**src/rtl/apx_mul_pkg.sv**
```systemverilog
// Shared types and elaboration-time helpers for the apx_seq_mul shift-add multiplier.
package apx_mul_pkg;

  typedef enum logic [1:0] {
    IDLE = 2'd0,
    BUSY = 2'd1,
    DONE = 2'd2
  } state_t;

  // Width needed to count 0..dw inclusive.
  function automatic int cnt_width(input int dw);
    return $clog2(dw + 1);
  endfunction

  // Keeps product columns [2*dw-1:trunc] and clears columns [trunc-1:0].
  function automatic logic [63:0] trunc_mask(input int dw, input int trunc);
    logic [63:0] keep_all;
    logic [63:0] keep_hi;
    keep_all = (64'd1 << (2 * dw)) - 64'd1;
    keep_hi  = ~64'd0 << trunc;
    return keep_all & keep_hi;
  endfunction

endpackage

```
**src/rtl/apx_mul_step.sv**
```systemverilog
// One shift-add iteration: conditionally adds the multiplicand to the accumulator.
// With APX_MUL_TRUNC_EN defined the low TRUNC columns of the partial product are zeroed.
module apx_mul_step
  import apx_mul_pkg::*;
#(
  parameter int DW    = 8,
  parameter int TRUNC = 4
) (
  input  logic [2*DW-1:0] acc,
  input  logic [2*DW-1:0] mcand,
  input  logic            mplier_lsb,
  output logic [2*DW-1:0] acc_next
);

`ifdef APX_MUL_TRUNC_EN
  localparam bit TRUNC_ON = 1'b1;
`else
  localparam bit TRUNC_ON = 1'b0;
`endif

  // An exact build uses an all-ones mask, so TRUNC=0 and the exact build coincide.
  localparam int              TRUNC_EFF = TRUNC_ON ? TRUNC : 0;
  localparam logic [63:0]     MASK_ALL  = trunc_mask(DW, TRUNC_EFF);
  localparam logic [2*DW-1:0] MASK      = MASK_ALL[2*DW-1:0];

  logic [2*DW-1:0] partial;

  assign partial  = mcand & MASK;
  assign acc_next = mplier_lsb ? (acc + partial) : acc;

endmodule

```
**src/rtl/apx_seq_mul.sv**
```systemverilog
// apx_seq_mul: iterative unsigned shift-add multiplier, one multiplier bit per clock.
// Define APX_MUL_TRUNC_EN to build the approximate variant (low TRUNC columns dropped).
module apx_seq_mul
  import apx_mul_pkg::*;
#(
  parameter int DW    = 8,
  parameter int TRUNC = 4
) (
  input  logic            i_clk,
  input  logic            i_rst,
  input  logic            i_valid,
  output logic            o_ready,
  input  logic [DW-1:0]   i_a,
  input  logic [DW-1:0]   i_b,
  output logic            o_valid,
  input  logic            i_ready,
  output logic [2*DW-1:0] o_prod
);

  localparam int            CW        = cnt_width(DW);
  localparam logic [CW-1:0] LAST_STEP = CW'(DW - 1);

  state_t          state_reg, state_next;
  logic [2*DW-1:0] mcand_reg, mcand_next;
  logic [DW-1:0]   mplier_reg, mplier_next;
  logic [2*DW-1:0] acc_reg, acc_next;
  logic [2*DW-1:0] step_acc;
  logic [CW-1:0]   cnt_reg, cnt_next;
  logic            ready_reg, ready_next;
  logic            valid_reg, valid_next;

  apx_mul_step #(
    .DW    (DW),
    .TRUNC (TRUNC)
  ) u_step (
    .acc        (acc_reg),
    .mcand      (mcand_reg),
    .mplier_lsb (mplier_reg[0]),
    .acc_next   (step_acc)
  );

  always_ff @(posedge i_clk or posedge i_rst) begin
    if (i_rst) begin
      state_reg  <= IDLE;
      mcand_reg  <= '0;
      mplier_reg <= '0;
      acc_reg    <= '0;
      cnt_reg    <= '0;
      ready_reg  <= 1'b1;
      valid_reg  <= 1'b0;
    end else begin
      state_reg  <= state_next;
      mcand_reg  <= mcand_next;
      mplier_reg <= mplier_next;
      acc_reg    <= acc_next;
      cnt_reg    <= cnt_next;
      ready_reg  <= ready_next;
      valid_reg  <= valid_next;
    end
  end

  // Handshake flags are computed alongside the state so both outputs come straight from flops.
  always_comb begin
    state_next  = state_reg;
    mcand_next  = mcand_reg;
    mplier_next = mplier_reg;
    acc_next    = acc_reg;
    cnt_next    = cnt_reg;
    ready_next  = ready_reg;
    valid_next  = valid_reg;
    case (state_reg)
      IDLE: begin
        if (i_valid && ready_reg) begin
          state_next  = BUSY;
          mcand_next  = {{DW{1'b0}}, i_a};
          mplier_next = i_b;
          acc_next    = '0;
          cnt_next    = '0;
          ready_next  = 1'b0;
        end
      end
      BUSY: begin
        acc_next    = step_acc;
        mcand_next  = mcand_reg << 1;
        mplier_next = mplier_reg >> 1;
        cnt_next    = cnt_reg + CW'(1);
        if (cnt_reg == LAST_STEP) begin
          state_next = DONE;
          valid_next = 1'b1;
        end
      end
      DONE: begin
        // Product and valid hold indefinitely until downstream takes them.
        if (i_ready) begin
          state_next = IDLE;
          valid_next = 1'b0;
          ready_next = 1'b1;
        end
      end
      default: begin
        state_next = IDLE;
        ready_next = 1'b1;
        valid_next = 1'b0;
      end
    endcase
  end

  assign o_ready = ready_reg;
  assign o_valid = valid_reg;
  assign o_prod  = acc_reg;

endmodule

```
**config.mk**
```make
export PLATFORM = sky130hd
export DESIGN_NAME = apx_seq_mul
export DESIGN_NICKNAME = d
export VERILOG_FILES = /design/src/rtl/apx_mul_pkg.sv /design/src/rtl/apx_mul_step.sv /design/src/rtl/apx_seq_mul.sv
export SDC_FILE = /design/constraint.sdc
export NUM_CORES = 1
export LEC_CHECK = 0
export CAP_MARGIN = 20
export CORE_MARGIN = 2
export CORE_UTILIZATION = 45
export DETAILED_ROUTE_END_ITERATION = 10
export DONT_BUFFER_PORTS = 1
export PLACE_DENSITY = 0.58
export SYNTH_ARGS = -nofsm -noshare
export SYNTH_HDL_FRONTEND = slang
export SYNTH_SLANG_ARGS = --single-unit
```
**constraint.sdc**
```tcl
create_clock -name i_clk -period 5.9 [get_ports i_clk]
set_clock_uncertainty 0.2 [all_clocks]
set_input_delay 1.18 -clock i_clk [delete_from_list [all_inputs] [get_ports i_clk]]
set_output_delay 1.18 -clock i_clk [all_outputs]
set_load 0.005 [all_outputs]
```
; ---- Word level (Yosys, flattened, before mapping)
; Index checks and enable logic that the tools add are counted.
[totals]
mem_count = 0
elab_cells = 45
out_inout_bits = 18
ramBits = 0
register_bits = 48
latch_bits = 0
input_bits = 20
rom_bits = 0
[op_classes]
n_reduce_logical = 8
n_shift = 0
add_sub_neg = 2
mux = 19
n_eq_ne = 7
n_div = 0
n_mul = 0
n_lt_le_gt_ge = 0
bitwise = 2
[ops]
columns = op, count
row1 = $pmux W16 S2, 2
row2 = $mux W16, 3
row3 = $add A16 B16 Y16, 1
row4 = $pmux W8 S2, 1
row5 = $reduce_and A3 Y1, 4
row6 = $mux W8, 1
row7 = $ne A2 B2 Y1 const B, 4
row8 = $pmux W4 S2, 1
row9 = $mux W2, 3
row10 = $pmux W1 S3, 2
row11 = $pmux W2 S3, 1
row12 = $add A4 B1 Y4 const B, 1
row13 = $eq A4 B3 Y1 const B, 1
row14 = $mux W1, 4
row15 = $mux W4, 1
row16 = $eq A2 B1 Y1 const B, 1
row17 = $eq A2 B2 Y1 const B, 1
row18 = $logic_not A2 Y1, 1
row19 = $not A1 Y1, 2
row20 = $reduce_and A2 Y1, 1
row21 = $reduce_bool A2 Y1, 1
row22 = $logic_and A1 B1 Y1, 1

; ---- Logic depth before layout (Yosys ltp)
; Gate-level depths: netlist of the first run.
[logic_depth]
word_depth = 3
mapped_depth = 9
ltp_nobuf = 9

; ---- By module
; Synthesis of the first run repeated with hierarchy kept, for this count alone.
[hier_totals]
hier_cells = 269
area_unflattened_um2 = 2790.2
[by_module_without_submodules]
columns = module, instances, seq_area_each_um2, cells_each, area_per_inst_um2
row1 = apx_seq_mul, 1, 1202.4, 154, 1886.8
row2 = apx_mul_step, 1, 0.0, 115, 903.4

; ---- Worst setup path before layout of the first run
; OpenSTA, ideal clock, no wires.
[synth_timing]
path_type = input to register
startpoint = in i_valid
endpoint = reg cnt_reg[2]
arrival_ns = 2.084
n_path_buf = 1
path_slack_ns = 3.487
setup_time_ns = 0.129
cell_stages = 6
path_cell_list = nand2b_1 nor3b_2 buf_2 nor2_1 o21ai_0 o21ai_0
[synth_between]
elab_chain_len = 3
[synth_rtl]
columns = element, line
row1 = "start, declared", apx_seq_mul.sv:11  ; input logic i_valid,
row2 = $logic_and A1 B1 Y1, apx_seq_mul.sv:73  ; if (i_valid && ready_reg) begin
row3 = $ne A2 B2 Y1 (no line), -
row4 = $reduce_and A2 Y1 (no line), -
row5 = "end signal, assigned", apx_seq_mul.sv:56  ; cnt_reg <= cnt_next;
row6 = "end, declared", apx_seq_mul.sv:28  ; logic [CW-1:0] cnt_reg, cnt_next;
; No other way between the ends.
; A chain may end at the register's enable or synchronous reset.

; ---- Worst setup path after layout of the first run
[layout_timing]
startpoint = reg acc_reg[0], in the netlist o_prod[0]
endpoint = reg acc_reg[14], in the netlist o_prod[14]
[layout_between]
elab_chain_len = 3
[layout_rtl]
columns = element, line
row1 = "start, declared", apx_seq_mul.sv:26  ; logic [2*DW-1:0] acc_reg, acc_next;
row2 = "start signal, assigned", apx_seq_mul.sv:55  ; acc_reg <= acc_next;
row3 = $add A16 B16 Y16, apx_mul_step.sv:29  ; assign acc_next = mplier_lsb ? (acc + partial) : acc;
row4 = $mux W16, apx_mul_step.sv:29
row5 = $pmux W16 S2, apx_seq_mul.sv:71  ; case (state_reg)
; No other way between the ends. The select of a mux whose other input is x is not followed.

==> metrics, run 1 <==
status=finished clean; Crit path required time=5.86 ns; pin count of the biggest net entering global routing=49; Hold Path Class=reg2reg; DIE WIDTH=82.5 um; Vias=2,085; routed length on met1=2710 um; Tot Pwr=0.00129 W; Yosys reg bits=48; Clock Latency Late Sink=0.30 ns; initial antenna violation count=0; most common cell after layout, fill and taps aside=nand2_1; most frequent cells in the layout=nand2_1 (62), o21ai_0 (47), dfrtp_1 (47); syn avg cell area=9.30 um2; first-pass GRT wire length=9780 um; CP Launch Type=flop; met2 WL=2700 um; setup violators final=0; total track usage=0.191; CTS tree=built; sequential area share after synthesis=0.434; post-route setup TNS=0 ns; VDD IR-drop max=0.187 mV; Setup crit start=o_prod[0]; Reg-to-Reg Start=o_prod[0]; H-Tree Depth=2; Post-CTS Hold Buffers=0; distinct cell type count after synthesis=45; Routed Antenna Nets=0; vias in the first global route=1,991; max-slew violations=0; critical path class=reg2reg; clock sinks=48; achievable frequency=381 MHz; CTS Buffer Depth=2; Resized Gates After CTS=0; Least-Margin Pin Slew=0.633 ns; Routed WL=5750 um; met3 wire len=275 um; Reg clk slew, reported paths=0.09 ns; n_diodes=0; Synth Warn #=0; HP Start=mplier_reg[1]; layout cells sized above 1=0.0839; DP Area=2840 um2; leak pwr=1.29 nW; Die Area=6800 um2; Site Rows=28; fin area=2980 um2; via/cell ratio=5.59; Placed Cells=364; GRT overflow=0; fin crit period=2.62 ns; Rel. slew slack=0.577; max_cap viols=0; final std cells w/o fill=373; I/O pin total=38; RSZ-0062 raised after global routing=no; Initial DRC Count=102; Setup Buffers After CTS=0; Post-Synthesis Cells=298; CP endpoint kind=flop; Critical Path Fanout Max=3; DR DRC count=0; DR top layer=met4; CTS buffer count=5; Port Buf Inserts=0; Die Height=82.5 um; Final HPWL DP=4040 um; post-DR wirelength/cell=15.4 um; GPL Wtd Cong=0.806; Final nets=334; syn nets=335; Cell Area, Synth=2770 um2; DRT Pass-1 Iters=4; clk root buf=clkbuf_8; fin crit share=0.445; Fin. Hold Viols=0; worst hold slack=0.291 ns; Starting Density=0.468; WP data arrival=2.59 ns; Power Density=431 nW/um2; area grow syn2layout=7.72%; Core Area=5920 um2
[through the flow]
step / setup WS, ns / util
floorplan: 3.38 / -
global placement: 3.17 / 0.480
detailed placement: 3.14 / 0.480
CTS: 3.23 / 0.501
global route: 3.01 / 0.504
finish: 3.28 / 0.504
[layout make-up]
| cell class | count | area, um2 |
|---|---|---|
| multi-input combinational | 232 | 1500 |
| inverter | 6 | 22.5 |
| tap | 75 | 93.8 |
| sequential | 48 | 1200 |
| clock buffer | 6 | 82.6 |
| timing repair buffer | 4 | 42.5 |
| fill | 567 | 2940 |
| clock inverter | 2 | 38.8 |
[Yosys cell counts, drive strengths merged]
master | instances | area, um2
nor4b | 1 | 23.8
fa | 1 | 20.0
and3 | 1 | 11.3
nand2b | 4 | 25.0
inv | 6 | 22.5
o31ai | 4 | 35.0
dfrtp | 47 | 1180
dfstp | 1 | 26.3
o21a | 3 | 22.5
nand2 | 62 | 233
o31a | 1 | 8.76
nor3b | 3 | 27.5
ha | 16 | 200
a21o | 4 | 30.0
a21oi | 13 | 68.8
buf | 4 | 22.5
o21bai | 3 | 26.3
o211ai | 3 | 22.5
o211a | 1 | 10.0
or4b | 1 | 10.0
nor2 | 14 | 52.6
nor3 | 5 | 25.0
o32ai | 1 | 16.3
xor2 | 3 | 26.3
clkbuf | 8 | 30.0
a221oi | 1 | 8.76
o21ai | 49 | 257
nor2b | 2 | 12.5
xnor2 | 8 | 70.1
mux2i | 15 | 150
or3 | 1 | 6.26
nand3 | 3 | 15.0
a211oi | 4 | 40.0
a32o | 1 | 10.0
and4b | 1 | 10.0
nand4 | 2 | 12.5
a31oi | 1 | 6.26
[power by group]
part	switching, W	internal, W	leakage, nW	total (W)
registers	0.000115	0.000436	0.636	0.000550
clock network	0.000115	0.000139	0.0614	0.000254
logic	0.000281	0.000201	0.596	0.000482
[critical path, cell delays in order, from the launching register on]
cell and delay (ns):
dfrtp_1 0.43, ha_1 0.23, inv_1 0.07, fa_1 0.40, nor2b_1 0.16, o31a_1 0.20
o211ai_1 0.19, o31ai_1 0.35, xnor2_1 0.16, o21ai_0 0.09
[cell families (layout without fill, tap and decap cells)]
group,count (synthesis),in the layout,share of synthesized area
flip-flops,48,48,0.434
AND/OR/NAND/NOR,100,100,0.168
XOR/XNOR,11,11,0.0348
buffers and inverters,18,18,0.0271
multiplexers,15,15,0.0542
adder cells (fa/ha/maj),17,17,0.0795
AO/OA/AOI/OAI,89,89,0.203
[worst paths after layout]
kind / to / slack [ns] / cells after the start
worst max register to register: o_prod[14] / 3.28 / 9
worst max-delay path: o_prod[14] / 3.28 / 9
min in group asynchronous: cnt_reg[2] / 0.44 / 1
worst min-delay path: mplier_reg[0] / 0.29 / 2
max in group asynchronous: o_ready / 4.53 / 2
worst min register to register: mplier_reg[0] / 0.29 / 2
[per-layer routing]
layer / vias up / GRT usage
met1: 985 / 0.262
met2: 43 / 0.296
li1: 1052 / -
met3: 5 / 0.0533
met4: 0 / 0.0500
met5: - / 0
No activity file was read; power rests on OpenSTA's default activity.
==> run 2: changes to the inputs <==
clock period = 2.5 ns   (was 5.9 ns; I/O delays follow)
==> run 2 against run 1 <==
Compared with the run above: sequential share of layout area is 0.75 points lower; clock power is 130% higher; via count is 1.0% higher.
==> metrics, run 2 (same netlist as run 1, synthesis figures left out) <==
status=finished clean; GRT overflow=0; met2 WL=2740 um; pre-CTS WS=0.0287 ns; Port Buf Inserts=0; Starting Density=0.468; Initial DRC Count=93; first-pass GRT wire length=9630 um; CP endpoint kind=flop; DRT Pass-1 Iters=4; Sequential Power Share=0.421; fin crit period=2.39 ns; clock group share of total power=0.191; Rel. slew slack=0.493; Crit path required time=2.49 ns; cell internal pwr=0.00183 W; crit-path cells=ha_4 -> inv_1 -> fa_1 -> nor2b_1 -> o31a_1 -> o211ai_1 -> o31ai_2 -> xnor2_1 -> o21ai_0; Power Density=1010 nW/um2; Fin. Hold Viols=0; fin crit share=0.957; DR DRC count=0; I/O pin total=38; Sw Pwr=0.00124 W; Routed WL=5730 um; switch share=0.403; Final Worst Setup Slack=0.107 ns; max-slew violations=0; Clock Latency Late Sink=0.31 ns; H-Tree Depth=2; clock sinks=48; GPL Wtd Cong=0.796; leak pwr=1.31 nW; max incr delay on CP=0.42 ns; most common cell after layout, fill and taps aside=nand2_1; routed length on met1=2630 um; DR top layer=met4; total track usage=0.186; VDD IR-drop max=0.410 mV; post-DR wirelength/cell=15.2 um; pin count of the biggest net entering global routing=49; WP data arrival=2.38 ns; CTS buffer count=5; setup violators final=0; Final HPWL DP=4070 um; Die Height=82.5 um; most frequent cells in the layout=nand2_1 (62), o21ai_0 (47), dfrtp_1 (47); layout cells sized above 1=0.103; achievable frequency=418 MHz; Final nets=338; vias in the first global route=2,077; clk root buf=clkbuf_8; n_diodes=0; Core Area=5920 um2; DIE WIDTH=82.5 um; Hold Path Class=in2reg; Vias=2,106; Gate power share=0.387; Die Area=6800 um2; met3 wire len=279 um; max_cap viols=0; Setup Buffers After CTS=0; critical path class=reg2reg; area grow syn2layout=9.76%; Reg clk slew, reported paths=0.09 ns; CP Launch Type=flop; Critical Path Fanout Max=3; worst hold slack=0.117 ns; Site Rows=28; CTS Buffer Depth=2; initial antenna violation count=0; via/cell ratio=5.59; final core occ=0.514; Slowest-stage cell, CP=dfrtp_1; Least-Margin Pin Slew=0.761 ns; CTS tree=built; Routed Antenna Nets=0; Fillers=579
-- run 2: final timing paths --
kind / from / end / slack [ns] / depth (start not counted)
min: i_a[0] / mcand_reg[0] / 0.12 / 2
min reg2reg: mplier_reg[1] / mplier_reg[0] / 0.29 / 2
max in group asynchronous: i_rst / o_ready / 1.35 / 3
min in group asynchronous: i_rst / cnt_reg[2] / 0.47 / 3
max: mcand_reg[0] / o_prod[14] / 0.11 / 9
max reg2reg: mcand_reg[0] / o_prod[14] / 0.11 / 9
-- run 2: final cells by class --
| type | count | area (um2) | share of cell area |
|---|---|---|---|
| clock inverters | 3 | 47.5 | 0.0156 |
| well taps | 75 | 93.8 | 0.0309 |
| clock buffers | 5 | 68.8 | 0.0226 |
| repair buffers | 8 | 75.1 | 0.0247 |
| inverters | 6 | 22.5 | 0.00741 |
| multi-input cells | 232 | 1530 | 0.503 |
| flip-flops and latches | 48 | 1200 | 0.395 |
-- run 2: power by group through the flow --
stage                     Combinational [W]  Sequential [W]  Clock [W]
after floorplan                    0.000960         0.00123          0
after global placement              0.00116         0.00131          0
after detailed placement            0.00117         0.00131          0
after CTS                           0.00118         0.00129   0.000614
after global routing                0.00137         0.00134   0.000635
final                               0.00119         0.00129   0.000587
-- run 2: per-stage QoR --
stage               power (W)  setup TNS [ns]  area (um2)  cells
finish                0.00307               0        3040    377
global route          0.00335       -0.000599        3040    377
CTS                   0.00309               0        3010    377
detailed placement    0.00248               0        2890    368
global placement      0.00246               0        2890    368
floorplan             0.00219               0        2770    298
-- run 2: worst max-delay path, delay by kind of cell (launching register included) --
family	cells	cell delay [ns]
AOI/OAI and AO/OA	4	0.74
xor gates and xnor gates	1	0.15
adders and majority gates	2	0.55
buffers and inverters	1	0.05
DFF	1	0.42
and+or+nand+nor	1	0.16
-- run 2: repair_timing --
action / 4_1_cts / 5_1_grt
resized for setup: 0 / 5
endpoints found under the setup margin: 0 / 3
hold buffers: 1 / 0
endpoints found under the hold margin: 47 / 0
-- run 2: per-layer routing --
layer,track usage,vias to the layer above
met2,0.308,43
met5,0,-
met1,0.239,986
met3,0.0402,8
li1,-,1069
met4,0.0650,0
==> run 3: changes to the inputs <==
--- a/constraint.sdc
+++ b/constraint.sdc
@@ -4,2 +4,2 @@
 set_output_delay 0.5 -clock i_clk [all_outputs]
-set_load 0.005 [all_outputs]
+set_load 0.01 [all_outputs]
==> run 3 against run 2 <==
Compared with the run above: design area is 1.3% higher; non-clock buffer count is 5 higher; die area stayed put; worst setup slack better by 0.046 ns; combinational power barely moved.
==> metrics, run 3 (same netlist as run 1, synthesis figures left out) <==
n_diodes=0; CTS Buffer Depth=2; pin count of the biggest net entering global routing=35; setup violators final=0; achievable frequency=426 MHz; Fillers=546; Die Height=82.5 um; Worst R2R Path Depth=9; clk root buf=clkbuf_8; Starting Density=0.468; area grow syn2layout=11.2%; Core Area=5920 um2; CP endpoint kind=flop; Reg2Reg Capture Point=o_prod[8]; Reg-to-Reg Start=o_prod[2]; Setup crit start=o_prod[2]; max_cap viols=0; layout cells sized above 1=0.124; initial antenna violation count=0; critical path class=reg2reg; Endpoint, Worst Hold=o_ready; most frequent cells in the layout=nand2_1 (62), o21ai_0 (47), dfrtp_1 (46); Placed Cells=370; most common cell after layout, fill and taps aside=nand2_1; DRT Pass-1 Iters=4; worst hold slack=0.136 ns; Vias=2,134; I/O pin total=38; total track usage=0.192; final core occ=0.520; Reg clk slew, reported paths=0.09 ns; Hold Path Class=in2reg; Initial DRC Count=120; H-Tree Depth=2; post-DR wirelength/cell=15.6 um; RSZ-0062 raised after global routing=no; post-route setup TNS=0 ns; Rel. slew slack=0.502; fin crit period=2.35 ns; Final nets=343; r2r setup slk=0.15 ns; VDD IR-drop max=0.502 mV; FF/Latch Area=1200 um2; GRT overflow=0; Port Buf Inserts=0; status=finished clean; DIE WIDTH=82.5 um; via/cell ratio=5.59; Least-Margin Pin Slew=0.747 ns; Crit path required time=2.53 ns; fin crit share=0.939; CTS buffer count=5; GPL Wtd Cong=0.818; first-pass GRT wire length=9940 um; Final HPWL DP=4400 um; clock sinks=48; Die Area=6800 um2; WP data arrival=2.38 ns; Clock Latency Late Sink=0.30 ns; vias in the first global route=2,063; leak pwr=1.33 nW; Power Density=1020 nW/um2; Critical Path Fanout Max=4; Fin. Hold Viols=0; CP Launch Type=flop; area of the multi-input gates=1540 um2; Routed Antenna Nets=0; final std cells w/o fill=382; Routed WL=5970 um; max-slew violations=0; DR DRC count=0; hold depth=2; CTS tree=built; Site Rows=28; HP Start=i_ready
==> run 3: changes by cell type in the layout (fill, tap and decap cells not counted), sizes merged <==
cell    before  now
clkbuf       5    6
clkinv       2    1
buf          7   12
==> run 3: area by class of cell <==
type,instances,share of cell area
well taps,75,0.0305
inverters,6,0.00731
flip-flops and latches,48,0.391
repair buffers,13,0.0325
multi-input cells,232,0.500
clock inverters,2,0.0126
clock buffers,6,0.0268
==> run 3: power by group <==
part | switching, W | internal, W | total [W]
clock | 0.000269 | 0.000327 | 0.000596
combinational | 0.000693 | 0.000507 | 0.00120
sequential | 0.000312 | 0.00103 | 0.00134
==> run 3: what timing repair did <==
item / in CTS / in global routing
hold buffers: 1 / 0
endpoints found under the hold margin: 13 / 0
setup endpoints to repair: 0 / 5
setup buffers: 0 / 3
resized for setup: 0 / 8
==> run 3: routing by layer <==
layer / share of wire / global-route usage
met5: 0 / 0
met4: 0.011 / 0.0500
met3: 0.040 / 0.0489
met2: 0.48 / 0.325
met1: 0.46 / 0.245
==> run 3: worst max path at each step <==
stage                             to  slack, ns
after floorplan           o_prod[14]       0.20
after global placement    o_prod[15]       0.08
after detailed placement  o_prod[14]       0.07
after CTS                 o_prod[15]       0.03
after global routing      o_prod[15]      0.006
final                      o_prod[8]       0.15
==> run 3: through the flow <==
| stage | area (um2) | setup slack (ns) | total power, W |
|---|---|---|---|
| final | 3080 | 0.153 | 0.00314 |
| after global routing | 3080 | 0.00616 | 0.00342 |
| after CTS | 3020 | 0.0301 | 0.00314 |
| after detailed placement | 2890 | 0.0715 | 0.00253 |
| after global placement | 2890 | 0.0772 | 0.00251 |
| after floorplan | 2770 | 0.197 | 0.00223 |
==> run 3: critical path, cell delays in order, from the launching register on <==
cell,delay (ns)
dfrtp_1,0.45
ha_1,0.37
nor2b_1,0.16
o31a_1,0.30
buf_4,0.15
buf_4,0.12
o211ai_1,0.17
nand2_1,0.09
xnor2_1,0.13
o21ai_0,0.14
